==> src/rtl/fetch_pkg.sv <==
// fetch_pkg: shared types and constants for the instruction fetch stage.
package fetch_pkg;

    typedef enum logic [1:0] {
        REQ  = 2'd0,
        HOLD = 2'd1,
        DROP = 2'd2
    } fetch_state_t;

    localparam logic [31:0] NOP_INSTR        = 32'h0000_0000;
    localparam logic [31:0] RESET_PC_DEFAULT = 32'h0000_0000;

    function automatic logic [31:0] word_align(input logic [31:0] addr);
        return {addr[31:2], 2'b00};
    endfunction

endpackage

==> src/rtl/fetch_if.sv <==
// fetch_if: hazard, redirect, instruction-memory and IF/ID signals of the fetch stage.
interface fetch_if;

    logic        Stall_IF;
    logic        Stall_ID;
    logic        PCSrc_ID;
    logic [31:0] PCBranch_ID;
    logic        Jump_ID;
    logic [31:0] PCJump_ID;
    logic        imem_req;
    logic [31:0] imem_addr;
    logic        imem_ready;
    logic [31:0] imem_rdata;
    logic [31:0] Instr_ID;
    logic [31:0] PCPlus4_ID;
    logic        Valid_ID;

    modport master (
        input  Stall_IF, Stall_ID, PCSrc_ID, PCBranch_ID, Jump_ID, PCJump_ID,
        input  imem_ready, imem_rdata,
        output imem_req, imem_addr, Instr_ID, PCPlus4_ID, Valid_ID
    );

    modport slave (
        output Stall_IF, Stall_ID, PCSrc_ID, PCBranch_ID, Jump_ID, PCJump_ID,
        output imem_ready, imem_rdata,
        input  imem_req, imem_addr, Instr_ID, PCPlus4_ID, Valid_ID
    );

endinterface

==> src/rtl/if_id_reg.sv <==
// if_id_reg: IF/ID pipeline register with enable and synchronous bubble clear.
module if_id_reg
    import fetch_pkg::*;
(
    input  logic        clk,
    input  logic        rst_n,
    input  logic        i_en,
    input  logic        i_clr,
    input  logic [31:0] i_instr,
    input  logic [31:0] i_pcplus4,
    output logic [31:0] o_instr,
    output logic [31:0] o_pcplus4,
    output logic        o_valid
);

    // A bubble clears the instruction and valid flag but keeps the last PC+4.
    always_ff @(posedge clk) begin
        if (!rst_n) begin
            o_instr   <= NOP_INSTR;
            o_pcplus4 <= '0;
            o_valid   <= 1'b0;
        end else if (i_en) begin
            o_instr <= i_clr ? NOP_INSTR : i_instr;
            o_valid <= ~i_clr;
            if (!i_clr)
                o_pcplus4 <= i_pcplus4;
        end
    end

endmodule

==> src/rtl/fetch_stage.sv <==
// fetch_stage: single-outstanding instruction fetch with stall hold buffer and
// wrong-path response dropping; no branch delay slot.
module fetch_stage
    import fetch_pkg::*;
#(
    parameter logic [31:0] RESET_PC = RESET_PC_DEFAULT
) (
    input  logic     clk,
    input  logic     rst_n,
    fetch_if.master  bus
);

    fetch_state_t r_state, w_state_nx;
    logic [31:0]  r_pc, w_pc_nx;
    logic [31:0]  r_req_addr, w_req_addr_nx;
    logic [31:0]  r_hold, w_hold_nx;
    logic         w_stall;
    logic         w_redirect;
    logic [31:0]  w_target;
    logic [31:0]  w_pc_plus4;
    logic         w_ifid_clr;
    logic [31:0]  w_ifid_instr;

    assign w_stall      = bus.Stall_IF | bus.Stall_ID;
    assign w_redirect   = (bus.PCSrc_ID | bus.Jump_ID) & ~w_stall;
    assign w_target     = word_align(bus.Jump_ID ? bus.PCJump_ID : bus.PCBranch_ID);
    assign w_pc_plus4   = r_pc + 32'd4;
    assign w_ifid_instr = (r_state == HOLD) ? r_hold : bus.imem_rdata;

    assign bus.imem_req  = (r_state != HOLD);
    assign bus.imem_addr = r_req_addr;

    always_comb begin
        w_state_nx    = r_state;
        w_pc_nx       = r_pc;
        w_req_addr_nx = r_req_addr;
        w_hold_nx     = r_hold;
        w_ifid_clr    = 1'b1;
        case (r_state)
            REQ: begin
                if (w_redirect) begin
                    w_pc_nx = w_target;
                    if (bus.imem_ready)
                        w_req_addr_nx = w_target;
                    else
                        w_state_nx = DROP;
                end else if (bus.imem_ready) begin
                    if (w_stall) begin
                        w_hold_nx  = bus.imem_rdata;
                        w_state_nx = HOLD;
                    end else begin
                        w_ifid_clr    = 1'b0;
                        w_pc_nx       = w_pc_plus4;
                        w_req_addr_nx = w_pc_plus4;
                    end
                end
            end
            HOLD: begin
                if (w_redirect) begin
                    w_pc_nx       = w_target;
                    w_req_addr_nx = w_target;
                    w_state_nx    = REQ;
                end else if (!w_stall) begin
                    w_ifid_clr    = 1'b0;
                    w_pc_nx       = w_pc_plus4;
                    w_req_addr_nx = w_pc_plus4;
                    w_state_nx    = REQ;
                end
            end
            DROP: begin
                // The in-flight response belongs to the old path; only track the new PC.
                if (w_redirect)
                    w_pc_nx = w_target;
                if (bus.imem_ready) begin
                    w_req_addr_nx = w_pc_nx;
                    w_state_nx    = REQ;
                end
            end
            default: w_state_nx = REQ;
        endcase
    end

    always_ff @(posedge clk) begin
        if (!rst_n) begin
            r_state    <= REQ;
            r_pc       <= RESET_PC;
            r_req_addr <= RESET_PC;
            r_hold     <= NOP_INSTR;
        end else begin
            r_state    <= w_state_nx;
            r_pc       <= w_pc_nx;
            r_req_addr <= w_req_addr_nx;
            r_hold     <= w_hold_nx;
        end
    end

    if_id_reg u_if_id (
        .clk       (clk),
        .rst_n     (rst_n),
        .i_en      (~w_stall),
        .i_clr     (w_ifid_clr),
        .i_instr   (w_ifid_instr),
        .i_pcplus4 (w_pc_plus4),
        .o_instr   (bus.Instr_ID),
        .o_pcplus4 (bus.PCPlus4_ID),
        .o_valid   (bus.Valid_ID)
    );

endmodule

==> src/flat_wrapper.sv <==
// flat-port wrapper written by rule: the top's interface ports become plain ports
module fetch_stage_flat import fetch_pkg::*;
#(
    parameter logic [31:0] RESET_PC = RESET_PC_DEFAULT
)
  (clk, rst_n, bus_Stall_IF, bus_Stall_ID, bus_PCSrc_ID, bus_PCBranch_ID, bus_Jump_ID, bus_PCJump_ID, bus_imem_ready, bus_imem_rdata, bus_imem_req, bus_imem_addr, bus_Instr_ID, bus_PCPlus4_ID, bus_Valid_ID);
  fetch_if bus_i ();
  input  logic clk;
  input  logic rst_n;
  input wire logic [$bits(bus_i.Stall_IF)-1:0] bus_Stall_IF;
  input wire logic [$bits(bus_i.Stall_ID)-1:0] bus_Stall_ID;
  input wire logic [$bits(bus_i.PCSrc_ID)-1:0] bus_PCSrc_ID;
  input wire logic [$bits(bus_i.PCBranch_ID)-1:0] bus_PCBranch_ID;
  input wire logic [$bits(bus_i.Jump_ID)-1:0] bus_Jump_ID;
  input wire logic [$bits(bus_i.PCJump_ID)-1:0] bus_PCJump_ID;
  input wire logic [$bits(bus_i.imem_ready)-1:0] bus_imem_ready;
  input wire logic [$bits(bus_i.imem_rdata)-1:0] bus_imem_rdata;
  output wire logic [$bits(bus_i.imem_req)-1:0] bus_imem_req;
  output wire logic [$bits(bus_i.imem_addr)-1:0] bus_imem_addr;
  output wire logic [$bits(bus_i.Instr_ID)-1:0] bus_Instr_ID;
  output wire logic [$bits(bus_i.PCPlus4_ID)-1:0] bus_PCPlus4_ID;
  output wire logic [$bits(bus_i.Valid_ID)-1:0] bus_Valid_ID;
  assign bus_i.Stall_IF = bus_Stall_IF;
  assign bus_i.Stall_ID = bus_Stall_ID;
  assign bus_i.PCSrc_ID = bus_PCSrc_ID;
  assign bus_i.PCBranch_ID = bus_PCBranch_ID;
  assign bus_i.Jump_ID = bus_Jump_ID;
  assign bus_i.PCJump_ID = bus_PCJump_ID;
  assign bus_i.imem_ready = bus_imem_ready;
  assign bus_i.imem_rdata = bus_imem_rdata;
  assign bus_imem_req = bus_i.imem_req;
  assign bus_imem_addr = bus_i.imem_addr;
  assign bus_Instr_ID = bus_i.Instr_ID;
  assign bus_PCPlus4_ID = bus_i.PCPlus4_ID;
  assign bus_Valid_ID = bus_i.Valid_ID;
  fetch_stage #(.RESET_PC(RESET_PC)) u_core (.clk(clk), .rst_n(rst_n), .bus(bus_i));
endmodule
==> config.mk <==
export PLATFORM = sky130hd
export DESIGN_NAME = fetch_stage_flat
export DESIGN_NICKNAME = d
export VERILOG_FILES = /design/src/rtl/fetch_pkg.sv /design/src/rtl/fetch_if.sv /design/src/rtl/if_id_reg.sv /design/src/rtl/fetch_stage.sv /design/src/flat_wrapper.sv
export SDC_FILE = /design/constraint.sdc
export NUM_CORES = 1
export LEC_CHECK = 0
export ABC_AREA = 1
export BUFFER_PORTS_ARGS = -buffer_cell sky130_fd_sc_hd__buf_2
export CAP_MARGIN = 30
export CELL_PAD_IN_SITES_DETAIL_PLACEMENT = 2
export CELL_PAD_IN_SITES_GLOBAL_PLACEMENT = 2
export CORE_ASPECT_RATIO = 1.1
export CORE_MARGIN = 2
export CORE_UTILIZATION = 30
export CTS_CLUSTER_DIAMETER = 150
export DETAILED_ROUTE_END_ITERATION = 6
export PLACE_DENSITY_LB_ADDON = 0.1
export SETUP_SLACK_MARGIN = 0.5
export SLEW_MARGIN = 10
export SYNTH_ARGS = -nofsm -noshare
export SYNTH_HDL_FRONTEND = slang
export SYNTH_SLANG_ARGS = --single-unit
==> constraint.sdc <==
create_clock -name clk -period 4.71 [get_ports clk]
set_input_delay 0.942 -clock clk [delete_from_list [all_inputs] [get_ports clk]]
set_output_delay 0.942 -clock clk [all_outputs]
set_load 0.05 [all_outputs]
# --- Word-level counts from Yosys, hierarchy flattened ---
# Index checks and enable logic that the tools add are counted.
# W data, S select, Z words.
classes:
  addsub: 1
  n_eq_ne: 9
  muxes: 29
  bitwise_logic: 6
  reduce_logical: 7
ops:
  columns: ["operator", "n"]
  rows:
  - ["$mux W32", 14]
  - ["$pmux W32 S3", 2]
  - ["$add A32 B3 Y32 const B", 1]
  - ["$mux W2", 7]
  - ["$ne A3 B3 Y1 const B", 2]
  - ["$pmux W2 S3", 1]
  - ["$reduce_and A5 Y1", 1]
  - ["$mux W1", 4]
  - ["$ne A2 B2 Y1 const B", 2]
  - ["$reduce_and A2 Y1", 2]
  - ["$reduce_and A4 Y1", 1]
  - ["$ne A3 B1 Y1 const B", 1]
  - ["$ne A3 B2 Y1 const B", 1]
  - ["$not A1 Y1", 3]
  - ["$reduce_and A3 Y1", 1]
  - ["$reduce_bool A3 Y1", 1]
  - ["$eq A2 B1 Y1 const B", 1]
  - ["$eq A2 B2 Y1 const B", 1]
  - ["$logic_not A2 Y1", 1]
  - ["$ne A2 B1 Y1 const B", 1]
  - ["$or A1 B1 Y1", 2]
  - ["$pmux W1 S2", 1]
  - ["$and A1 B1 Y1", 1]
word_totals:
  reg_bits: 163
  input_bits: 103
  out_inout_bits: 98
  wordCells: 59

# --- Depth between registers and ports, before layout ---
# Gate-level depths: netlist of the first run.
depth:
  ltp_word: 7
  mapped_depth: 12
  mapped_depth_nobuf: 12

# --- Cells and area by module ---
# A second synthesis of the first run with hierarchy kept.
hier_totals:
  cells_unflattened: 1284
  area_unflattened_um2: 8325.5
by_module_without_submodules:
  columns: ["module", "instances", "cells_per_inst", "area_each_um2", "seq_area_each_um2"]
  rows:
  - ["fetch_stage", 1, 929, 5743.0, 1961.9]
  - ["if_id_reg", 1, 355, 2582.5, 1301.2]

# --- Least setup slack after synthesis of the first run ---
# No wires, ideal clock.
synth_timing:
  path_kind: "reg-to-output"
  start: "register u_core.r_state[0]"
  end: "output bus_imem_req"
  t_arrival_ns: 1.121
  t_required_ns: 3.768
  slack_ns: 2.647
  path_stages_with_launch: 5
  path_buffers: 1
  cell_sequence: "dfxtp_1 -> inv_2 -> nor2_2 -> inv_2 -> clkbuf_1"
synth_via:
  elab_chain_len: 1
synth_rtl:
  columns: ["element", "line", "text"]
  rows:
  - ["from (decl)", "fetch_stage.sv:13", "fetch_state_t r_state, w_state_nx;"]
  - ["from (signal assigned)", "fetch_stage.sv:90", "r_state <= w_state_nx;"]
  - ["$ne A2 B1 Y1", "fetch_stage.sv:30", "assign bus.imem_req = (r_state != HOLD);"]
  - ["to (decl)", "flat_wrapper.sv:18", "output wire logic [$bits(bus_i.imem_req)-1:0] bus_imem_req;"]
# No other way between the ends.

# --- Worst setup path after layout of the first run ---
# Same ends and word-level chain as after synthesis.

==> results of run 1 <==
==> synth_stat cells <==
cell type and count:
a21boi_0 1, a21oi_1 121, a22o_1 1, a31oi_1 22, and2_1 1, buf_2 26, buf_4 5, clkbuf_1 37
clkinv_1 1, dfxtp_1 163, ha_1 1, inv_1 114, inv_2 11, mux2i_1 2, nand2_1 391, nand2_2 3
nand3_1 50, nand3b_1 1, nand4_1 2, nor2_1 104, nor2_2 8, nor2_4 1, o211ai_1 11, o21ai_0 103
o21ai_1 11, o21ai_2 2, o221ai_1 1, o2bb2ai_1 2, or2_1 1, or2_2 2, xnor2_1 2, xor2_1 11
==> stage by stage <==
step | total power, mW | setup WS [ns] | hold slack, ns
global placement | 2.01 | 1.67 | 0.435
finish | 3.49 | 1.50 | 0.452
global route | 3.67 | 1.32 | 0.468
detailed placement | 2.03 | 1.66 | 0.439
floorplan | 1.85 | 2.65 | 0.425
CTS | 3.55 | 1.43 | 0.459
==> metal layers <==
layer  wire, µm  GRT usage, %  vias to the layer above
met1      12500          24.9                     4098
met4        278          4.92                        0
met3        903          3.29                       18
li1           -             -                     4173
met2      15600          41.6                      118
met5          0             0                        -
==> final cells by class <==
type	instances	area (µm²)
clock inverters	14	190
well taps	352	440
flip-flops and latches	163	3260
clock buffers	18	429
repair buffers	208	1080
inverters	126	473
diodes	1	2.50
fillers	3216	16300
multi-input cells	855	3850
==> worst max-delay path: cells and delay by family (launching register included) <==
family                 cells  cell delay [ns]
buffers and inverters      3             0.92
DFF                        1             0.42
and+or+nand+nor            1             0.49
==> flip-flops by register name, summed over array words and instances, names as in the netlist <==
name and flops:
u_core.bus.imem_addr 32, u_core.r_hold 32, u_core.r_pc 32, u_core.u_if_id.o_instr 32, u_core.u_if_id.o_pcplus4 32, u_core.r_state 2
u_core.u_if_id.o_valid 1
==> power groups by stage <==
| stage | combinational, mW | sequential (mW) | clock (mW) |
|---|---|---|---|
| 6_report | 0.496 | 1.49 | 1.51 |
| 5_1_grt | 0.562 | 1.50 | 1.61 |
| 4_1_cts | 0.505 | 1.49 | 1.55 |
| 3_5_place_dp | 0.500 | 1.53 | 0 |
| 3_3_place_gp | 0.488 | 1.52 | 0 |
| 2_1_floorplan | 0.271 | 1.58 | 0 |
==> path summary, 6_finish.rpt <==
kind,from,end,slack (ns),depth (start not counted)
worst max-delay path,u_core.r_state[0],bus_imem_req,1.50,4
worst min-delay path,u_core.bus.imem_addr[14],u_core.bus.imem_addr[14],0.45,2
worst max register to register,u_core.r_state[1],u_core.bus.imem_addr[19],2.03,10
worst min register to register,u_core.bus.imem_addr[14],u_core.bus.imem_addr[14],0.45,2
==> logic make-up (layout without fill, tap and decap cells) <==
kind of cell             after synthesis  in the layout  synth area share (%)
multiplexers                           2              2                 0.254
AO/OA/AOI/OAI                        275            275                  18.5
buffers and inverters                194            366                  9.89
XOR/XNOR                              13             13                  1.45
other                                  0              1                     0
AND/OR/NAND/NOR                      564            564                  28.3
adder cells (fa/ha/maj)                1              1                 0.159
flip-flops                           163            163                  41.4
==> impl_metrics.yaml, run 1 <==
cells_and_area:
  final_cell_count_no_fill: 1737
  syn_to_final_growth_pct: 23.4
  fin_area_um2: 9720
  utilization_pct: 37.4
  drive_gt1_share_pct: 19.5
  final_common_cell: "nand2_1"
  fin_nets: 1475
  mostFrequentLayoutCells: "nand2_1, buf_2, dfxtp_1"
setup_path:
  critPathArrivalTime_ns: 2.27
  cp-end-kind: "output port"
  max_stage_delay_ns: 0.50
  required_ns: 3.77
  crit_path_frequent_cell: "inv_2"
  startpoint_type: "flip-flop"
  path_cells: "inv_2 > nor2_2 > inv_2 > buf_2"
  criticalPathCategory: "reg2out"
  crit_fanout: 53
  cp_slowest_cell: "inv_2"
global_route:
  antenna_found_initial: 1
  grt_first_pass_wirelength_um: 47100
  grt_use_total_pct: 21.7
  grt_start_max_net_pins: 78
  grt_pass1_vias: 8970
  grt-ovfl-total: 0
synthesis:
  synth.top_cell.area_share_pct: 41.4
  yosysTopAreaCell: "dfxtp_1"
  synth.ff_latch_count: 163
  synthCells: 1212
  yosysSeqAreaShare_pct: 41.4
  synth_area_um2: 7880
  synth_area_leaders: "dfxtp_1, nand2_1, a21oi_1"
  syn-num-nets: 1316
  yosysWarnings: 0
  ys_types: 32
  avgSynthCellArea_um2: 6.50
route:
  drt_iter0_markers: 276
  via_per_inst: 4.84
  wirelength_um: 29300
  routedWlPerCell_um: 16.9
  vias: 8407
  ant_nets: 0
  dr.pass1.iters: 4
  post-route-drc-count: 0
sta:
  max_freq_mhz: 312
  min_period_ns: 3.21
  slew_viol_final: 0
  setup_viol: 0
  worst_slew_pin_slew_ns: 0.960
  fin_skew_ns: 0.0155
  relSlewSlack_pct: 36.0
  fin_crit_sh_pct: 68.1
  hold_viol_final: 0
  fin_setup_tns_ns: 0
  rsz0062_at_grt: "false"
pwr:
  power_switching_mw: 1.05
  power_frac_seq_pct: 42.7
  ir_drop_mv: 0.160
  p_leak_nw: 4.67
  p_comb_share_pct: 14.2
  internal-power_mw: 2.44
  pwr_density_cell_nw_per_um2: 359
  clkPwrFrac_pct: 43.1
  p_sw_share_pct: 30.0
clock_tree:
  cts_root_buf: "clkbuf_16"
  clk_latency_ns: 0.43
  clock-sinks: 163
  holdBufCountCts: 0
  cts_resized: 0
  postCtsSetupBuffers: 0
  htree_levels: 4
  cts_buffers: 17
  clk_pin_slew_ns: 0.07
  cts_tree: "done"
  clock_path_buffers: 2
placement:
  dp_hpwl_um: 20600
  dp_cells: 1703
  io_buffer_count: 196
  globalplace.congestion: 0.825
  postPlaceCellArea_um2: 9090
floorplanning:
  coreArea_um2: 26000
  rows: 62
  dieArea_um2: 27600
  initial_core_util_pct: 30.3
  io_pins: 201
  fp.dieH_um: 174
  die_w_um: 159
status:
  status: "finished, final reports clean"
flow_run:
  maxCapViolCount: 0
min_path:
  hold_class: "reg2reg"
(Power assumes the default switching activity.)
==> inputs of run 2 (changes only) <==
CORE_UTILIZATION = 28   (was 30)
clock period = 3 ns   (was 4.71 ns; I/O delays follow)
==> run 2 against run 1 <==
Compared with the run above: global-route usage decreased by 1.0 points; register-to-register slack got worse by 1.1 ns; sequential power is 57% higher; clock-buffer cell count decreased by 1; power grew 53%; clock skew is essentially flat; non-clock buffer count grew 10; flip-flop and latch count unchanged; core utilization decreased by 2.0 points; via count rose by 0.76%; critical endpoint unchanged.
==> impl_metrics.yaml, run 2 (same netlist as run 1, synthesis figures left out) <==
setup_path:
  criticalPathCategory: "reg2out"
  rr_endpoint: "u_core.r_pc[16]"
  crit_start: "u_core.r_state[0]"
  rr_worst_depth: 10
  crit_end: "bus_imem_req"
  required_ns: 2.40
  cp-end-kind: "output port"
  regToRegSetupSlack_ns: 0.97
  crit_fanout: 20
  critPathArrivalTime_ns: 1.53
  startpoint_type: "flip-flop"
  r2r_start: "u_core.r_pc[2]"
global_route:
  grt_pass1_vias: 8859
  antenna_found_initial: 0
  grt-ovfl-total: 0
  grt_use_total_pct: 20.7
  grt_first_pass_wirelength_um: 48100
  grt_start_max_net_pins: 65
route:
  wirelength_um: 30100
  ant_nets: 0
  post-route-drc-count: 0
  drt_iter0_markers: 297
  vias: 8471
  routedWlPerCell_um: 17.1
  dr.pass1.iters: 6
  via_per_inst: 4.82
sta:
  fin_ws_ns: 0.867
  rsz0062_at_grt: "false"
  hold_viol_final: 0
  fin_skew_ns: 0.0155
  fin_setup_tns_ns: 0
  worst_slew_pin_slew_ns: 0.677
  holdWs_ns: 0.452
  min_period_ns: 2.13
  slew_viol_final: 0
  setup_viol: 0
  relSlewSlack_pct: 54.8
  fin_crit_sh_pct: 71.1
  max_freq_mhz: 469
pwr:
  pwr_density_cell_nw_per_um2: 545
  power_frac_seq_pct: 43.8
  ir_drop_mv: 0.220
  power_switching_mw: 1.73
  p_comb_share_pct: 15.0
  clkPwrFrac_pct: 41.3
  p_sw_share_pct: 32.3
  p_leak_nw: 4.72
  internal-power_mw: 3.63
cells_and_area:
  diodes: 0
  final_common_cell: "nand2_1"
  fill_cells: 3437
  drive_gt1_share_pct: 20.2
  syn_to_final_growth_pct: 24.8
  fin_nets: 1485
  mostFrequentLayoutCells: "nand2_1, buf_2, dfxtp_1"
min_path:
  hold_class: "reg2reg"
  min_path_cells: 2
placement:
  dp_hpwl_um: 21600
  io_buffer_count: 196
  detailedPlace.worstSlack_ns: 0.567
  globalplace.congestion: 0.773
floorplanning:
  io_pins: 201
  coreArea_um2: 27800
  die_w_um: 164
  fp.dieH_um: 180
  dieArea_um2: 29500
  rows: 64
  initial_core_util_pct: 28.4
clock_tree:
  clock_path_buffers: 2
  holdBufCountCts: 0
  clk_latency_ns: 0.43
  cts_buffers: 17
  cts_root_buf: "clkbuf_16"
  clk_pin_slew_ns: 0.07
  htree_levels: 4
  cts_tree: "done"
  clock-sinks: 163
status:
  status: "finished, final reports clean"
flow_run:
  maxCapViolCount: 0
run 2: critical path, cell delays in order (launching register included):
cell and delay, ns:
dfxtp_1 0.37, inv_2 0.10, nor2_4 0.05, inv_2 0.25, buf_2 0.33
run 2: power by group through the flow:
stage	Combinational, mW	Sequential, mW	Clock, mW
after global placement	0.786	2.39	0
final	0.802	2.34	2.21
after global routing	0.906	2.36	2.37
after CTS	0.816	2.34	2.29
after floorplan	0.425	2.48	0
after detailed placement	0.808	2.39	0
run 2: final cells by class:
cell class                      instances  area [µm²]  share of cell area (%)
Clock inverter                         15         166                    1.69
Sequential cell                       163        3260                    33.2
Timing Repair Buffer                  218        1200                    12.2
Multi-Input combinational cell        855        3850                    39.2
Inverter                              126         473                    4.81
Clock buffer                           17         425                    4.33
Tap cell                              363         454                    4.62
run 2: how the worst min path moves through the flow:
stage	end	slack, ns	from
2_1_floorplan	u_core.r_hold[0]	0.42	u_core.r_hold[0]
5_1_grt	u_core.r_hold[10]	0.47	u_core.r_hold[10]
4_1_cts	u_core.r_hold[2]	0.45	bus_imem_rdata[2]
3_3_place_gp	u_core.r_hold[18]	0.43	u_core.r_hold[18]
3_5_place_dp	u_core.bus.imem_addr[7]	0.44	u_core.bus.imem_addr[7]
6_report	u_core.bus.imem_addr[7]	0.45	u_core.bus.imem_addr[7]
run 2: routing by layer:
metal  global-route usage, %  up-vias  routed length [µm]
met1                    25.6     4106               13500
met2                    37.6      142               15300
met5                       0        -                   0
li1                        -     4197                   -
met3                    2.05       26                 760
met4                    5.65        0                 490
run 2: timing repair:
action / in CTS / in global routing
setup endpoints to repair: 1 / 1
gates resized for setup: 1 / 0
buffers inserted: 0 / 2
pin swaps: 0 / 1
hold endpoints to repair: 0 / 0
run 2: metrics by stage:
stage               std cells  total power, mW  cell area, µm²  util (%)
floorplan                1212             2.91            7880         -
global placement         1723             3.18            9220      33.2
detailed placement       1723             3.20            9220      33.2
CTS                      1755             5.45            9810      35.3
global route             1757             5.64            9830      35.4
finish                   1757             5.35            9830      35.4
